## src/rtl/instr_fetch.sv

```systemverilog
// Instruction fetch front end: credit-limited memory requests, in-order prefetch FIFO,
// valid/ready presentation of {instr, pc} to decode, and branch redirect with stale-word discard.
module instr_fetch #(
  parameter int unsigned FIFO_DEPTH = 4,
  parameter int unsigned MAX_OUTST  = 2,
  parameter logic [11:0] RESET_PC   = 12'o4000
) (
  input  logic        clock,
  input  logic        reset,
  output logic        instr_valid,
  input  logic        instr_ready,
  output logic [14:0] instr,
  output logic [11:0] pc,
  output logic        flush,
  input  logic        br_taken,
  input  logic [11:0] br_target,
  input  logic        halt,
  output logic        mem_req,
  input  logic        mem_gnt,
  output logic [11:0] mem_addr,
  input  logic        mem_rvalid,
  input  logic [14:0] mem_rdata
);
  localparam int unsigned PW = $clog2(FIFO_DEPTH);
  localparam int unsigned CW = $clog2(FIFO_DEPTH + 1);
  localparam int unsigned OW = $clog2(MAX_OUTST + 1);

  typedef struct packed {
    logic [11:0] pc;
    logic [14:0] instr;
  } fifo_ent_t;

  typedef enum logic [1:0] {IDLE, RUN, HALTED} state_t;

  state_t                       state_q, state_d;
  fifo_ent_t [FIFO_DEPTH-1:0]   fifo_q, fifo_d;
  logic [PW-1:0]                rd_ptr_q, rd_ptr_d, wr_ptr_q, wr_ptr_d;
  logic [CW-1:0]                cnt_q, cnt_d;
  logic [OW-1:0]                outst_q, outst_d, discard_q, discard_d;
  logic [11:0]                  fetch_pc_q, fetch_pc_d, resp_pc_q, resp_pc_d;
  logic                         flush_q, flush_d;
  logic                         grant, push, pop;

  always_comb begin
    state_d = state_q;
    unique case (state_q)
      IDLE:    state_d = RUN;
      RUN:     if (halt) state_d = HALTED;
      HALTED:  if (!halt) state_d = RUN;
      default: state_d = IDLE;
    endcase
  end

  // Credit covers both in-flight words and buffered words, so a push never overflows.
  assign mem_req = (state_q == RUN) && (outst_q < OW'(MAX_OUTST)) &&
                   ((32'(outst_q) + 32'(cnt_q)) < 32'(FIFO_DEPTH)) && (discard_q == '0);
  assign mem_addr    = fetch_pc_q;
  assign grant       = mem_req && mem_gnt;
  assign instr_valid = (cnt_q != '0);
  assign pop         = instr_valid && instr_ready;
  assign push        = mem_rvalid && (discard_q == '0) && !br_taken;
  assign instr       = fifo_q[rd_ptr_q].instr;
  assign pc          = fifo_q[rd_ptr_q].pc;
  assign flush       = flush_q;

  always_comb begin
    fifo_d     = fifo_q;
    rd_ptr_d   = rd_ptr_q;
    wr_ptr_d   = wr_ptr_q;
    cnt_d      = cnt_q;
    outst_d    = outst_q + OW'(grant) - OW'(mem_rvalid);
    discard_d  = discard_q;
    fetch_pc_d = fetch_pc_q;
    resp_pc_d  = resp_pc_q;
    flush_d    = br_taken;
    if (br_taken) begin
      // Everything still in flight after this cycle belongs to the old stream.
      rd_ptr_d   = '0;
      wr_ptr_d   = '0;
      cnt_d      = '0;
      fetch_pc_d = br_target;
      resp_pc_d  = br_target;
      discard_d  = outst_d;
    end else begin
      if (grant) fetch_pc_d = fetch_pc_q + 12'd1;
      if (mem_rvalid && (discard_q != '0)) discard_d = discard_q - OW'(1);
      if (push) begin
        fifo_d[wr_ptr_q] = {resp_pc_q, mem_rdata};
        wr_ptr_d         = wr_ptr_q + PW'(1);
        resp_pc_d        = resp_pc_q + 12'd1;
      end
      if (pop) rd_ptr_d = rd_ptr_q + PW'(1);
      cnt_d = cnt_q + CW'(push) - CW'(pop);
    end
  end

  always_ff @(posedge clock or posedge reset) begin
    if (reset) begin
      state_q    <= IDLE;
      for (int i = 0; i < FIFO_DEPTH; i++) fifo_q[i] <= {RESET_PC, 15'd0};
      rd_ptr_q   <= '0;
      wr_ptr_q   <= '0;
      cnt_q      <= '0;
      outst_q    <= '0;
      discard_q  <= '0;
      fetch_pc_q <= RESET_PC;
      resp_pc_q  <= RESET_PC;
      flush_q    <= 1'b0;
    end else begin
      state_q    <= state_d;
      fifo_q     <= fifo_d;
      rd_ptr_q   <= rd_ptr_d;
      wr_ptr_q   <= wr_ptr_d;
      cnt_q      <= cnt_d;
      outst_q    <= outst_d;
      discard_q  <= discard_d;
      fetch_pc_q <= fetch_pc_d;
      resp_pc_q  <= resp_pc_d;
      flush_q    <= flush_d;
    end
  end
endmodule

```

## config.mk

```make
export PLATFORM = sky130hd
export DESIGN_NAME = instr_fetch
export DESIGN_NICKNAME = d
export VERILOG_FILES = /design/src/rtl/instr_fetch.sv
export SDC_FILE = /design/constraint.sdc
export NUM_CORES = 1
export LEC_CHECK = 0
export CAP_MARGIN = 10
export CORE_MARGIN = 2
export CORE_UTILIZATION = 45
export CTS_CLUSTER_SIZE = 14
export DETAILED_ROUTE_END_ITERATION = 10
export PLACE_DENSITY = 0.73
export SYNTH_ARGS = -nofsm -noshare
export SYNTH_HDL_FRONTEND = slang
export SYNTH_SLANG_ARGS = --single-unit
```

## constraint.sdc

```tcl
create_clock -name clock -period 7.17 [get_ports clock]
set_input_delay 0.717 -clock clock [delete_from_list [all_inputs] [get_ports clock]]
set_output_delay 0.717 -clock clock [all_outputs]
set_load 0.01 [all_outputs]
```

==> results of run 1 <==
-- sequential cells by signal, summed over array words and instances, names as in the netlist --
register   flops
state_q        2
discard_q      2
rd_ptr_q       2
cnt_q          3
fifo_q       108
mem_addr      12
outst_q        2
resp_pc_q     12
flush          1
wr_ptr_q       2
-- worst max path at each step --
stage                           start        to  slack, ns  depth (start not counted)
after floorplan                 reset  cnt_q[0]       2.54                          1
after detailed placement   mem_rvalid  cnt_q[2]       4.03                         11
after global placement     mem_rvalid  cnt_q[2]       4.13                         11
final                     rd_ptr_q[1]     pc[8]       3.90                          2
after CTS                 rd_ptr_q[1]    pc[10]       3.81                          2
after global routing      rd_ptr_q[1]     pc[8]       3.74                          2
-- layout by cell type, fill, tap and decap left out, types with 3 or more instances in the layout --
cell type and n:
mux2_4 10, clkbuf_16 17, nand2_1 11, o21a_1 6, mux2_2 105, o31a_1 5, mux4_2 27, buf_4 3
dfrtp_1 139, xnor2_1 13, nand2b_1 6, nand4_1 9, nor2_1 14, clkbuf_1 3, nor3_1 6, clkinv_2 5
bufinv_16 4, o21ai_0 3, dfstp_2 6, inv_1 12, nand2_4 5, and4_1 4, a211oi_1 4, a21oi_1 5
xor2_1 10, nand3_1 6, ha_1 12, clkdlybuf4s50_1 74
-- per-stage QoR --
step	setup slack (ns)	util [%]	total power [W]
floorplan	2.540	-	0.001878
global placement	4.126	51.56	0.002249
detailed placement	4.025	51.56	0.002295
global route	3.742	55.59	0.003361
finish	3.900	55.59	0.003177
CTS	3.810	55.59	0.003222
-- power groups by stage --
stage	sequential, W	clock (W)	combinational [W]
final	0.00123	0.000911	0.00104
after floorplan	0.00118	0	0.000701
after global placement	0.00123	0	0.00102
after detailed placement	0.00125	0	0.00105
after CTS	0.00123	0.000932	0.00106
after global routing	0.00127	0.000970	0.00112
-- Yosys cell counts, drive strengths merged, types with 6 or more instances --
master / n / area share [%]
buf: 24 / 2.6
dfrtp: 140 / 50
dfstp: 6 / 2.2
ha: 12 / 2.1
inv: 13 / 0.70
mux2: 115 / 19
mux4: 27 / 8.7
nand2: 16 / 1.4
nand2b: 6 / 0.54
nand3: 6 / 0.43
nand4: 10 / 1.1
nor2: 15 / 1.0
nor3: 6 / 0.43
o21a: 6 / 0.64
xnor2: 13 / 1.6
xor2: 10 / 1.2
-- layer usage --
layer | vias to the layer above | wire length (µm) | GRT usage, % | part of all wire, %
met3 | 12 | 541 | 4.906 | 4.0
li1 | 1910 | - | - | -
met1 | 2110 | 6284 | 23.79 | 46
met4 | 0 | 113 | 5.371 | 0.83
met2 | 88 | 6688 | 28.85 | 49
met5 | - | 0 | 0 | 0
-- area by class of cell --
type / instances / area (µm²) / area share [%]
Clock buffer: 21 / 450.4 / 5.330
Inverter: 13 / 53.80 / 0.6367
Clock inverter: 11 / 161.4 / 1.910
Sequential cell: 146 / 3662 / 43.34
Tap cell: 188 / 235.2 / 2.784
Multi-Input combinational cell: 294 / 3119 / 36.91
Timing Repair Buffer: 78 / 768.2 / 9.091
-- cell families (layout without fill, tap and decap cells) --
group                      Yosys count  in the layout  synth area share [%]
AOI/OAI and AO/OA                   32             32                 3.479
xor gates and xnor gates            23             23                 2.872
adders and majority gates           13             13                 2.426
buffers and inverters               38            123                 3.319
DFF                                146            146                 52.20
muxes                              144            144                 27.96
and+or+nand+nor                     82             82                 7.743
==> reports/summary.log, run 1 <==
INFO  outcome        outcome=completed
INFO  layout         num_antenna_cells=0
INFO  drt            wl_per_cell=18.15µm
INFO  setup_path     crit_required=6.45ns
INFO  run            timing.max_cap.violations=0
INFO  timing         final_max_slew_viol_count=0
INFO  synthesis      synth_edf_count=0
INFO  floorplan      fp.dieH=128.8µm
INFO  synthesis      average_footprint_of_a_synthesized_cell=14.67µm²
INFO  drt            ant_nets=0
INFO  power          cellLeakagePower=3.782nW
INFO  placed_design  placedCellCount=719
INFO  setup_path     critical-path-top-delay-family=flip-flops
INFO  timing         setup_repair_after_global_routing_missed_its_margin=false
INFO  timing         tightestPinTransition=0.9471ns
INFO  drt            remaining_drc_errors=0
INFO  layout         num-fill-cells=1245
INFO  timing         layout_min_cycle_time=3.270ns
INFO  timing         finalHoldViolCount=0
INFO  setup_path     cp-end-kind=primary output
INFO  floorplan      io_pins=76
INFO  synthesis      fraction_of_synthesis_flops_using_an_asynchronous_set_or_reset_pin=100.0%
INFO  power          p_clk_share=28.7%
INFO  floorplan      initial_core_util=46.13%
INFO  power          ir_drop=189.8µV
INFO  global_route   grt.overflow.total=0
INFO  global_route   wire_length_of_the_first_global_routing_pass=22.74mm
INFO  timing         worst_max_slew_margin_expressed_relative_to_the_limit=36.86%
INFO  cts            cts.htree.levels=4
INFO  min_path       hold_depth=1
INFO  layout         final_area=8451µm²
INFO  layout         synthToLayoutAreaGrowth=20.50%
INFO  min_path       hold_path_class=reg -> reg
INFO  setup_path     setup.worst_path.start_class=register
INFO  cts            post_cts.resized_instances=0
INFO  floorplan      floorplan.die_area=16600µm²
INFO  cts            post-cts-setup-buffer-count=0
INFO  timing         final.period_utilization=45.60%
INFO  cts            total_clock_sinks=146
INFO  synthesis      ys_seq_elements=146
INFO  synthesis      synthDistinctLibCells=52
INFO  setup_path     cp_slowest_stage_delay=0.99ns
INFO  layout         finalNetCount=597
INFO  global_route   first_global_vias=4420
INFO  cts            cts_root_buf=clkbuf_16
INFO  synthesis      synth_nets=525
INFO  setup_path     criticalPathCategory=reg -> out
INFO  power          power_frac_comb=32.6%
INFO  power          switching_fraction_of_total_power=27.74%
INFO  setup_path     reg2regPathDepth=11
INFO  layout         finalNonFillerCells=751
INFO  timing         setup_tns=0ns
INFO  timing         fin_worst_skew=0.008589ns
INFO  floorplan      num_rows=45
INFO  synthesis      netlist_instances=478
INFO  placed_design  gpl.final_weighted_congestion=0.7697
INFO  synthesis      synth.cell_area=7013µm²
INFO  setup_path     critical_path.cell_chain=mux4_2 > clkdlybuf4s50_1
INFO  synthesis      synth_seq_area_share=52.20%
INFO  layout         layout-drive-gt1-share=35.17%
INFO  drt            num_vias=4120
INFO  setup_path     critical_path_arrival=2.55ns
INFO  min_path       hold-path-endpoint=fifo_q[90]
INFO  cts            cts.hold.buffers_added=0
INFO  setup_path     timing.reg2reg.setup_slack=4.57ns
INFO  cts            tritoncts_clock_tree=yes
INFO  timing         timing.final.setup_violations=0
INFO  power          p_seq_share=38.7%
INFO  setup_path     bufs_and_invs_on_worst_path=1
INFO  setup_path     crit_path_max_fanout=28
INFO  cts            clkSlewWorstSetupHoldPaths=0.06ns
INFO  placed_design  place.detailed.hpwl=8.678mm
INFO  floorplan      fp.coreArea=15200µm²
INFO  placed_design  portBuffers=75
INFO  global_route   grt_util_all_layers=17.87%
INFO  power          powerDensity=376.0nW/µm²
INFO  drt            firstDrtPassIters=5
INFO  global_route   grt_max_degree=81
INFO  setup_path     r2r-end=discard_q[1]
INFO  power          p_int=0.002296W
INFO  min_path       holdCritStartpoint=fifo_q[90]
INFO  timing         hold_slack=0.4997ns
INFO  setup_path     critical-path-slowest-cell=dfrtp_2
INFO  global_route   antenna_found_initial=0
INFO  synthesis      yosysWarningCount=0
INFO  drt            via_per_inst=5.486
INFO  cts            clock_path_buffers=2
INFO  synthesis      synth_flop_cell=dfrtp_1
INFO  timing         clock.fmax=305.8MHz
INFO  placed_design  detailed_place.area=7839µm²
INFO  drt            drtIter0Drc=202
INFO  setup_path     worstReg2RegStart=discard_q[0]
INFO  drt            route.final.wire_length=13.63mm
INFO  floorplan      horizontal_extent_of_the_die=128.8µm
INFO  cts            clkLatencyLatePin=0.42ns
INFO  cts            cts_inserted_buffers=17
INFO  power          switchingPower=0.0008815W
Note: power is estimated with default switching activity, not from simulation.
==> inputs of run 2 (changes only) <==
PLACE_DENSITY = 0.75   (was 0.73)
clock period = 2.8 ns   (was 7.17 ns; I/O delays follow)
==> run 2 against run 1 <==
  * Flip-flop and latch count stayed put
  * Via count rose by 1.9%
  * Final cell count rose by 0.27%
  * Sequential share of layout area down 0.60 points
  * Highest routed layer unchanged
==> reports/summary.log, run 2 (synthesized netlist as in run 1, its figures left out) <==
INFO  timing         setup_repair_after_global_routing_missed_its_margin=false
INFO  cts            clkLatencyLatePin=0.42ns
INFO  setup_path     critical-path-top-delay-family=buffers and inverters
INFO  placed_design  portBuffers=75
INFO  cts            cts.htree.levels=4
INFO  setup_path     cp_slowest_stage_delay=0.54ns
INFO  setup_path     criticalPathCategory=reg -> out
INFO  setup_path     crit_path_max_fanout=9
INFO  cts            clock_path_buffers=2
INFO  timing         setup_tns=0ns
INFO  drt            ant_nets=0
INFO  setup_path     crit_required=2.52ns
INFO  floorplan      io_pins=76
INFO  layout         flip_flop_count_of_the_largest_register_after_layout=108
INFO  floorplan      fp.coreArea=15200µm²
INFO  global_route   first_global_vias=4568
INFO  floorplan      fp.dieH=128.8µm
INFO  layout         layout-drive-gt1-share=35.22%
INFO  drt            drtIter0Drc=198
INFO  timing         worst_max_slew_margin_expressed_relative_to_the_limit=48.83%
INFO  layout         num_antenna_cells=0
INFO  global_route   wire_length_of_the_first_global_routing_pass=23.20mm
INFO  drt            num_vias=4198
INFO  cts            post-cts-setup-buffer-count=0
INFO  global_route   grt_max_degree=147
INFO  cts            tritoncts_clock_tree=yes
INFO  placed_design  gpl.final_weighted_congestion=0.7951
INFO  drt            via_per_inst=5.575
INFO  floorplan      initial_core_util=46.13%
INFO  setup_path     setup.worst_path.start_class=register
INFO  global_route   grt_util_all_layers=18.22%
INFO  floorplan      horizontal_extent_of_the_die=128.8µm
INFO  timing         layout_min_cycle_time=2.584ns
INFO  setup_path     critical_path_arrival=2.30ns
INFO  timing         timing.final.setup_violations=0
INFO  outcome        outcome=completed
INFO  cts            total_clock_sinks=146
INFO  timing         fin_worst_skew=0.007850ns
INFO  layout         finalNetCount=599
INFO  cts            cts_inserted_buffers=17
INFO  layout         layout_commonest_cell=dfrtp_1
INFO  timing         finalHoldViolCount=0
INFO  cts            clkSlewWorstSetupHoldPaths=0.05ns
INFO  run            timing.max_cap.violations=0
INFO  power          ir_drop=517.4µV
INFO  power          cellLeakagePower=3.826nW
INFO  cts            cts.hold.buffers_added=0
INFO  cts            cts_root_buf=clkbuf_16
INFO  drt            remaining_drc_errors=0
INFO  timing         final.period_utilization=92.27%
INFO  cts            post_cts.resized_instances=0
INFO  timing         final_max_slew_viol_count=0
INFO  timing         clock.fmax=387.1MHz
INFO  placed_design  place.detailed.hpwl=8.799mm
INFO  min_path       hold_path_class=in -> async
INFO  layout         layout.cells.most_common_list=dfrtp_1 (139), mux2_2 (105), clkdlybuf4s50_1 (74), mux4_2 (27), clkbuf_16 (17)
INFO  layout         top_register=fifo_q
INFO  global_route   antenna_found_initial=0
INFO  drt            firstDrtPassIters=4
INFO  drt            wl_per_cell=18.77µm
INFO  setup_path     critical_path.cell_chain=inv_1 > ha_1 > and4bb_4 > and3_1 > clkdlybuf4s50_1
INFO  setup_path     cp-end-kind=primary output
INFO  layout         num-fill-cells=1197
INFO  setup_path     bufs_and_invs_on_worst_path=2
INFO  layout         synthToLayoutAreaGrowth=22.19%
INFO  setup_path     critical-path-slowest-cell=clkdlybuf4s50_1
INFO  power          powerDensity=987.8nW/µm²
INFO  floorplan      floorplan.die_area=16600µm²
INFO  timing         tightestPinTransition=0.7676ns
INFO  global_route   grt.overflow.total=0
INFO  timing         hold_slack=0.4348ns
INFO  floorplan      num_rows=45
INFO  drt            route.final.wire_length=14.13mm
-- run 2: cell types whose count changed in the layout (fill, tap and decap cells not counted), sizes merged --
cell    before  now
buf          4    6
bufinv       4    6
clkinv       5    2
inv         14   12
clkbuf      21   24
-- run 2: worst reg2reg max path, delay by kind of cell, from the launching register on --
kind                     cells  cell delay [ns]
flip-flops                   1             0.36
buffers and inverters        2             0.13
AO/OA/AOI/OAI                1             0.09
XOR/XNOR                     2             0.35
adder cells (fa/ha/maj)      3             0.90
AND/OR/NAND/NOR              3             0.64
-- run 2: cell type report --
class	instances	area (µm²)	share of cell area, %
clock buffer	24	481.7	5.621
timing repair buffer	80	820.8	9.578
sequential	146	3662	42.74
inverter	13	52.55	0.6132
multi-input combinational	294	3119	36.40
clock inverter	8	197.7	2.307
tap	188	235.2	2.745
-- run 2: metal layers --
metal	share of wire (%)	wire (µm)	vias to the layer above	GRT usage (%)
li1	-	-	1903	-
met1	45	6398	2187	23.36
met2	50	7055	92	30.31
met3	3.7	523	16	4.906
met4	1.1	153	0	5.818
met5	0	0	-	0
-- run 2: worst paths after layout --
| check | slack [ns] | cells after the start | to | from |
|---|---|---|---|---|
| max | 0.22 | 5 | mem_req | discard_q[0] |
| min | 0.43 | 3 | fifo_q[95] | reset |
| max reg2reg | 0.26 | 11 | discard_q[1] | discard_q[0] |
| min reg2reg | 0.50 | 1 | fifo_q[82] | fifo_q[82] |
| max in group asynchronous | 1.80 | 3 | fifo_q[102] | reset |
| min in group clock | 0.44 | 3 | resp_pc_q[2] | br_target[2] |
-- run 2: power breakdown --
part | switching [W] | total (W) | internal [W]
clock network | 0.000848 | 0.00260 | 0.00175
logic | 0.00107 | 0.00274 | 0.00168
registers | 0.000400 | 0.00313 | 0.00273
total | 0.00232 | 0.00846 | 0.00615
-- run 2: metrics by stage --
step	setup slack, ns	power [W]	std cells	area [µm²]	util, %
finish	0.2165	0.008465	753	8569	56.37
global route	0.06454	0.008899	753	8569	56.37
CTS	0.2100	0.008557	753	8569	56.37
detailed placement	0.2811	0.005919	721	7890	51.90
global placement	0.3468	0.005804	721	7890	51.90
floorplan	0.5952	0.004809	478	7017	-
